===== src/rtl/pipe_pkg.sv =====
// rtl/pipe_pkg.sv - shared widths, ALU opcodes and ID/EX payload type
package pipe_pkg;

  localparam int DATA_W = 8;
  localparam int OP_W   = 2;
  localparam int RD_W   = 3;

  localparam logic [OP_W-1:0] ALU_ADD  = 2'b00;
  localparam logic [OP_W-1:0] ALU_SUB  = 2'b01;
  localparam logic [OP_W-1:0] ALU_MUL  = 2'b10;
  localparam logic [OP_W-1:0] ALU_PASS = 2'b11;

  typedef struct packed {
    logic [OP_W-1:0]   alu_op;
    logic [DATA_W-1:0] op_a;
    logic [DATA_W-1:0] op_b;
    logic [RD_W-1:0]   rd;
    logic              we;
  } id_ex_payload_t;

  typedef enum logic [1:0] {
    ST_EMPTY = 2'b00,
    ST_ONE   = 2'b01,
    ST_FULL  = 2'b10
  } skid_state_t;

endpackage


===== src/rtl/id_ex_skid_reg_if.sv =====
// rtl/id_ex_skid_reg_if.sv - decode-side and execute-side handshake bundle
interface id_ex_skid_reg_if;
  import pipe_pkg::*;

  logic              in_valid;
  logic              in_ready;
  logic [OP_W-1:0]   in_alu_op;
  logic [DATA_W-1:0] in_op_a;
  logic [DATA_W-1:0] in_op_b;
  logic [RD_W-1:0]   in_rd;
  logic              in_we;

  logic              out_valid;
  logic              out_ready;
  logic [OP_W-1:0]   out_alu_op;
  logic [DATA_W-1:0] out_op_a;
  logic [DATA_W-1:0] out_op_b;
  logic [RD_W-1:0]   out_rd;
  logic              out_we;

  // master: decode + execute around the register; slave: the register itself
  modport master (
    output in_valid, in_alu_op, in_op_a, in_op_b, in_rd, in_we, out_ready,
    input  in_ready, out_valid, out_alu_op, out_op_a, out_op_b, out_rd, out_we
  );

  modport slave (
    input  in_valid, in_alu_op, in_op_a, in_op_b, in_rd, in_we, out_ready,
    output in_ready, out_valid, out_alu_op, out_op_a, out_op_b, out_rd, out_we
  );

endinterface


===== src/rtl/skid_entry.sv =====
// rtl/skid_entry.sv - one valid bit plus payload register; clear beats load
module skid_entry
  import pipe_pkg::*;
(
  input  logic           clk,
  input  logic           rst,
  input  logic           load,
  input  logic           clr,
  input  id_ex_payload_t d,
  output logic           valid,
  output id_ex_payload_t q
);

  // clear drops only the valid bit; payload may go stale while invalid
  always_ff @(posedge clk or posedge rst) begin
    if (rst) begin
      valid <= 1'b0;
      q     <= '0;
    end else if (clr) begin
      valid <= 1'b0;
    end else if (load) begin
      valid <= 1'b1;
      q     <= d;
    end
  end

endmodule


===== src/rtl/id_ex_skid_reg.sv =====
// rtl/id_ex_skid_reg.sv - ID/EX pipeline register with 2-entry skid; optional ID_EX_STALL_CNT_EN stall counter
module id_ex_skid_reg
  import pipe_pkg::*;
(
  input  logic                  clk,
  input  logic                  rst,
  input  logic                  flush,
`ifdef ID_EX_STALL_CNT_EN
  output logic [15:0]           stall_cnt,
`endif
  id_ex_skid_reg_if.slave       bus
);

  skid_state_t    state_q, state_d;
  logic           in_ready_q;
  logic           accept, consume;
  logic           main_load, main_clr, skid_load, skid_clr;
  logic           main_valid, skid_valid;
  id_ex_payload_t in_pl, main_d, main_q, skid_q;

  assign accept  = bus.in_valid & in_ready_q;
  assign consume = main_valid & bus.out_ready;

  // r0 is hardwired, so a write to it is dropped at the door
  always_comb begin
    in_pl.alu_op = bus.in_alu_op;
    in_pl.op_a   = bus.in_op_a;
    in_pl.op_b   = bus.in_op_b;
    in_pl.rd     = bus.in_rd;
    in_pl.we     = bus.in_we & (bus.in_rd != '0);
  end

  always_ff @(posedge clk or posedge rst) begin
    if (rst) begin
      state_q    <= ST_EMPTY;
      in_ready_q <= 1'b1;
    end else begin
      state_q    <= state_d;
      in_ready_q <= (state_d != ST_FULL);
    end
  end

  always_comb begin
    state_d   = state_q;
    main_load = 1'b0;
    main_clr  = 1'b0;
    skid_load = 1'b0;
    skid_clr  = 1'b0;
    main_d    = in_pl;
    if (flush) begin
      state_d  = ST_EMPTY;
      main_clr = 1'b1;
      skid_clr = 1'b1;
    end else begin
      case (state_q)
        ST_EMPTY: begin
          if (accept) begin
            main_load = 1'b1;
            state_d   = ST_ONE;
          end
        end
        ST_ONE: begin
          if (consume && accept) begin
            main_load = 1'b1;
          end else if (consume) begin
            main_clr = 1'b1;
            state_d  = ST_EMPTY;
          end else if (accept) begin
            skid_load = 1'b1;
            state_d   = ST_FULL;
          end
        end
        ST_FULL: begin
          if (consume) begin
            main_d    = skid_q;
            main_load = 1'b1;
            skid_clr  = 1'b1;
            state_d   = ST_ONE;
          end
        end
        default: begin
          state_d  = ST_EMPTY;
          main_clr = 1'b1;
          skid_clr = 1'b1;
        end
      endcase
    end
  end

  skid_entry u_main (
    .clk   (clk),
    .rst   (rst),
    .load  (main_load),
    .clr   (main_clr),
    .d     (main_d),
    .valid (main_valid),
    .q     (main_q)
  );

  skid_entry u_skid (
    .clk   (clk),
    .rst   (rst),
    .load  (skid_load),
    .clr   (skid_clr),
    .d     (in_pl),
    .valid (skid_valid),
    .q     (skid_q)
  );

  assign bus.in_ready   = in_ready_q;
  assign bus.out_valid  = main_valid;
  assign bus.out_alu_op = main_q.alu_op;
  assign bus.out_op_a   = main_q.op_a;
  assign bus.out_op_b   = main_q.op_b;
  assign bus.out_rd     = main_q.rd;
  assign bus.out_we     = main_q.we & main_valid;

`ifdef ID_EX_STALL_CNT_EN
  // saturating count of cycles the ALU holds off a valid entry
  always_ff @(posedge clk or posedge rst) begin
    if (rst) begin
      stall_cnt <= '0;
    end else if (main_valid && !bus.out_ready && stall_cnt != 16'hFFFF) begin
      stall_cnt <= stall_cnt + 16'd1;
    end
  end
`endif

  logic unused_ok;
  assign unused_ok = skid_valid;

endmodule


===== src/flat_wrapper.sv =====
// flat-port wrapper written by rule: the top's interface ports become plain ports
module id_ex_skid_reg_flat import pipe_pkg::*;
  (clk, rst, flush, bus_in_valid, bus_in_alu_op, bus_in_op_a, bus_in_op_b, bus_in_rd, bus_in_we, bus_out_ready, bus_in_ready, bus_out_valid, bus_out_alu_op, bus_out_op_a, bus_out_op_b, bus_out_rd, bus_out_we);
  id_ex_skid_reg_if bus_i ();
  input  logic clk;
  input  logic rst;
  input  logic flush;
  input wire logic [$bits(bus_i.in_valid)-1:0] bus_in_valid;
  input wire logic [$bits(bus_i.in_alu_op)-1:0] bus_in_alu_op;
  input wire logic [$bits(bus_i.in_op_a)-1:0] bus_in_op_a;
  input wire logic [$bits(bus_i.in_op_b)-1:0] bus_in_op_b;
  input wire logic [$bits(bus_i.in_rd)-1:0] bus_in_rd;
  input wire logic [$bits(bus_i.in_we)-1:0] bus_in_we;
  input wire logic [$bits(bus_i.out_ready)-1:0] bus_out_ready;
  output wire logic [$bits(bus_i.in_ready)-1:0] bus_in_ready;
  output wire logic [$bits(bus_i.out_valid)-1:0] bus_out_valid;
  output wire logic [$bits(bus_i.out_alu_op)-1:0] bus_out_alu_op;
  output wire logic [$bits(bus_i.out_op_a)-1:0] bus_out_op_a;
  output wire logic [$bits(bus_i.out_op_b)-1:0] bus_out_op_b;
  output wire logic [$bits(bus_i.out_rd)-1:0] bus_out_rd;
  output wire logic [$bits(bus_i.out_we)-1:0] bus_out_we;
  assign bus_i.in_valid = bus_in_valid;
  assign bus_i.in_alu_op = bus_in_alu_op;
  assign bus_i.in_op_a = bus_in_op_a;
  assign bus_i.in_op_b = bus_in_op_b;
  assign bus_i.in_rd = bus_in_rd;
  assign bus_i.in_we = bus_in_we;
  assign bus_i.out_ready = bus_out_ready;
  assign bus_in_ready = bus_i.in_ready;
  assign bus_out_valid = bus_i.out_valid;
  assign bus_out_alu_op = bus_i.out_alu_op;
  assign bus_out_op_a = bus_i.out_op_a;
  assign bus_out_op_b = bus_i.out_op_b;
  assign bus_out_rd = bus_i.out_rd;
  assign bus_out_we = bus_i.out_we;
  id_ex_skid_reg u_core (.clk(clk), .rst(rst), .flush(flush), .bus(bus_i));
endmodule

===== config.mk =====
export PLATFORM = sky130hd
export DESIGN_NAME = id_ex_skid_reg_flat
export DESIGN_NICKNAME = d
export VERILOG_FILES = /design/src/rtl/pipe_pkg.sv /design/src/rtl/id_ex_skid_reg_if.sv /design/src/rtl/skid_entry.sv /design/src/rtl/id_ex_skid_reg.sv /design/src/flat_wrapper.sv
export SDC_FILE = /design/constraint.sdc
export NUM_CORES = 1
export LEC_CHECK = 0
export ABC_CLOCK_PERIOD_IN_PS = 2230
export CORE_ASPECT_RATIO = 1.75
export CORE_MARGIN = 2
export CORE_UTILIZATION = 50
export DETAILED_ROUTE_END_ITERATION = 10
export MAX_ROUTING_LAYER = met4
export PLACE_DENSITY = 0.79
export SYNTH_ARGS = -nofsm -noshare
export SYNTH_HDL_FRONTEND = slang
export SYNTH_SLANG_ARGS = --single-unit

===== constraint.sdc =====
create_clock -name clk -period 2.23 [get_ports clk]
set_clock_uncertainty 0.15 [all_clocks]
set_input_delay 0.446 -clock clk [delete_from_list [all_inputs] [get_ports clk]]
set_output_delay 0.446 -clock clk [all_outputs]
set_load 0.03 [all_outputs]

==> flow_metrics.tcl <==
set metrics [dict create \
    dr.pass1.iters 4 \
    dpl-instance-area_um2 2784 \
    synthCells 189 \
    dpl.hpwl_um 2977 \
    relSlewSlack_pct 71.63 \
    synth_compound_area_share_pct 7.284 \
    final_nets 254 \
    portBuffers 50 \
    slowest_stage "clkdlybuf4s50_1" \
    synth_edf_count 0 \
    post_cts_buffers 0 \
    clk_pin_slew_ps 90 \
    cts-htree-levels 2 \
    peakVddDrop_mv 0.6264 \
    synthMuxAreaShare_pct 24.10 \
    drive_gt1_share_pct 20.61 \
    final_antenna_net_count 0 \
    period_share_pct 95.23 \
    wl_met2_um 2215 \
    cp_max_fo 4 \
    async_reset_ff_share_pct 100.0 \
    path_buf_inv 1 \
    grt_pass1_wl_um 6913 \
    wl_met1_um 1790 \
    cts.sinks 48 \
    area_delta_synth_final_pct 23.46 \
    topRoutingLayerUsed "met4" \
    hold_ws_ps 302.3 \
    startpoint_type "flop" \
    vias_per_cell 5.247 \
    worst-slew-pin-transition_ps 425.0 \
    ys_seq_area_share_pct 51.47 \
    synth_fa_ha_area_share_pct 0 \
    path_class "reg2out" \
    rrSetupSlack_ps 300 \
    ys_ff_latch 48 \
    synth_xor_xnor_area_share_pct 0 \
    cts_buffers 5 \
    syn-cell-area_um2 2336 \
    yosys.area.top_type_share_pct 50.35 \
    insertion_delay_ps 300 \
    drtIter0Drc 32 \
    synth-simple-area-share_pct 6.802 \
    die_height_um 94.42 \
    cts_tree "yes" \
    slowest_delay_ps 670 \
    synth.distinct_cells 25 \
    required_ps 1630 \
    crit_path_cell_trace "clkdlybuf4s50_1" \
    slew_viol_final 0 \
    cap_viol_max_count 0 \
    dr_wl_met3_um 164 \
    synth_top_family_by_area "multiplexers" \
    root_buffer "clkbuf_8" \
    dp.cells 271 \
    outcome "finished clean" \
    synth_area_leaders "dfrtp_1 (50%), mux2_4 (13%), mux2i_1 (10%), buf_4 (6.7%), a21oi_1 (5.1%)" \
    overflow 0 \
    p_leak_uw 0.001250 \
    diodes 0 \
    reg2reg_to "u_core.u_skid.q[21]" \
    yosys_warnings 0 \
    hold_viol 0 \
    antenna_found_initial 0 \
    reg2reg_depth 4 \
    dieArea_um2 5256 \
    vias 1464 \
    grt_max_degree 31 \
    syn_nets 216 \
    synth_largest_area_cell "dfrtp_1" \
    fin_crit_ps 2124 \
    grt_pass1_vias 1476 \
    fmax_mhz 470.9 \
    rows 32 \
    crit_family "buffers and inverters" \
    yosysMostFrequentCell "dfrtp_1" \
    drt-total-wl_um 4253 \
    core_um2 4444 \
    clk_path_buf_depth 2 \
    globalplace.congestion 0.7283 \
    post-route-cell-area_um2 2884 \
    finalSetupViolCount 0 \
    r2r_start "u_core.bus.in_ready" \
    hold_class "in2async" \
    drc_errors 0 \
    synth_ff_type "dfrtp_1" \
    stdcell_count 279 \
    synth_area_per_cell_um2 12.36 \
    power_density_nw_per_um2 1010 \
    rsz0062_at_grt "false" \
    synthTopCellsByCount "dfrtp_1 (47), a21oi_1 (24), mux2i_1 (24), nor2_1 (24), buf_4 (21)" \
    cp.arrival_ps 1530 \
    avgRoutedWirePerCell_um 15.24 \
    grtUsageTotal_pct 17.52 \
    worstSetupEndpointType "output pin" \
    die_x_um 55.67 \
    initial_core_util_pct 52.56 \
    pin_count 51 \
]
## worst max path at each step
stage / end / cells past startpoint / from / slack (ps)
after floorplan: u_core.u_skid.q[0] / 5 / u_core.bus.in_ready / 170
after global placement: u_core.u_skid.q[3] / 5 / bus_in_valid / -100
after detailed placement: u_core.u_skid.q[21] / 5 / bus_in_valid / -110
after CTS: bus_out_we / 2 / u_core.u_main.valid / 30
after global routing: bus_in_ready / 1 / u_core.bus.in_ready / 70
final: bus_in_ready / 1 / u_core.bus.in_ready / 110
## logic make-up (layout without fill, tap and decap cells)
group,Yosys count,after routing
and+or+nand+nor,34,34
buffers and inverters,32,71
AOI/OAI and AO/OA,29,29
DFF,48,48
muxes,46,46
## placed cells by master (no fill, tap or decap)
cell type and instances:
clkdlybuf4s50_1 49, dfrtp_1 47, mux2i_1 24, a21oi_1 24, nor2_1 23, mux2_4 20
buf_4 9, clkbuf_8 6, nand3b_1 2, nand2_1 2, and2_1 2, mux2_2 2
clkinvlp_4 2, buf_12 2, nand4b_1 1, a21boi_2 1, a211oi_4 1, nor2_2 1
or4b_1 1, o31a_1 1, and3b_1 1, or3_1 1, inv_1 1, o22a_2 1
inv_2 1, o21bai_1 1, dlymetal6s2s_1 1, dfstp_2 1
## registers in the layout (all words and copies together), names as in the netlist
register	count
u_core.u_skid.q	22
u_core.bus.in_ready	1
u_core.u_main.q	22
u_core.state_q	2
u_core.u_main.valid	1
## timing repair
item | CTS | global route
endpoints found under the setup margin | 0 | 1
resized for setup | 0 | 1
hold buffers | 0 | 0
## cell type report
cell class / count / area [um^2]
Sequential cell: 48 / 1202
Multi-Input combinational cell: 109 / 902.1
Fill cell: 351 / 1560
Timing Repair Buffer: 61 / 610.6
Inverter: 2 / 7.507
Clock inverter: 2 / 15.01
Clock buffer: 6 / 82.58
Tap cell: 51 / 63.81
## layer usage
metal,vias to the layer above,track usage (%)
li1,703,-
met1,720,21.10
met2,35,28.57
met3,6,3.288
met4,0,7.927
met5,-,-
## report_power, final
group | internal (uW) | switching [uW]
Combinational | 557 | 458
Clock | 251 | 301
Sequential | 1170 | 177
Total | 1980 | 937
## metrics by stage
| step | util [%] | TNS (ps) | setup WS [ps] | power, uW |
|---|---|---|---|---|
| 2_1_floorplan | - | 0 | 169.1 | 2138 |
| 3_3_place_gp | 62.64 | -1972 | -95.64 | 2347 |
| 3_5_place_dp | 62.64 | -2216 | -109.4 | 2382 |
| 4_1_cts | 64.84 | 0 | 33.81 | 2946 |
| 5_1_grt | 64.89 | 0 | 72.89 | 3059 |
| 6_report | 64.89 | 0 | 106.5 | 2914 |
Power figures use the tool's default switching activity.
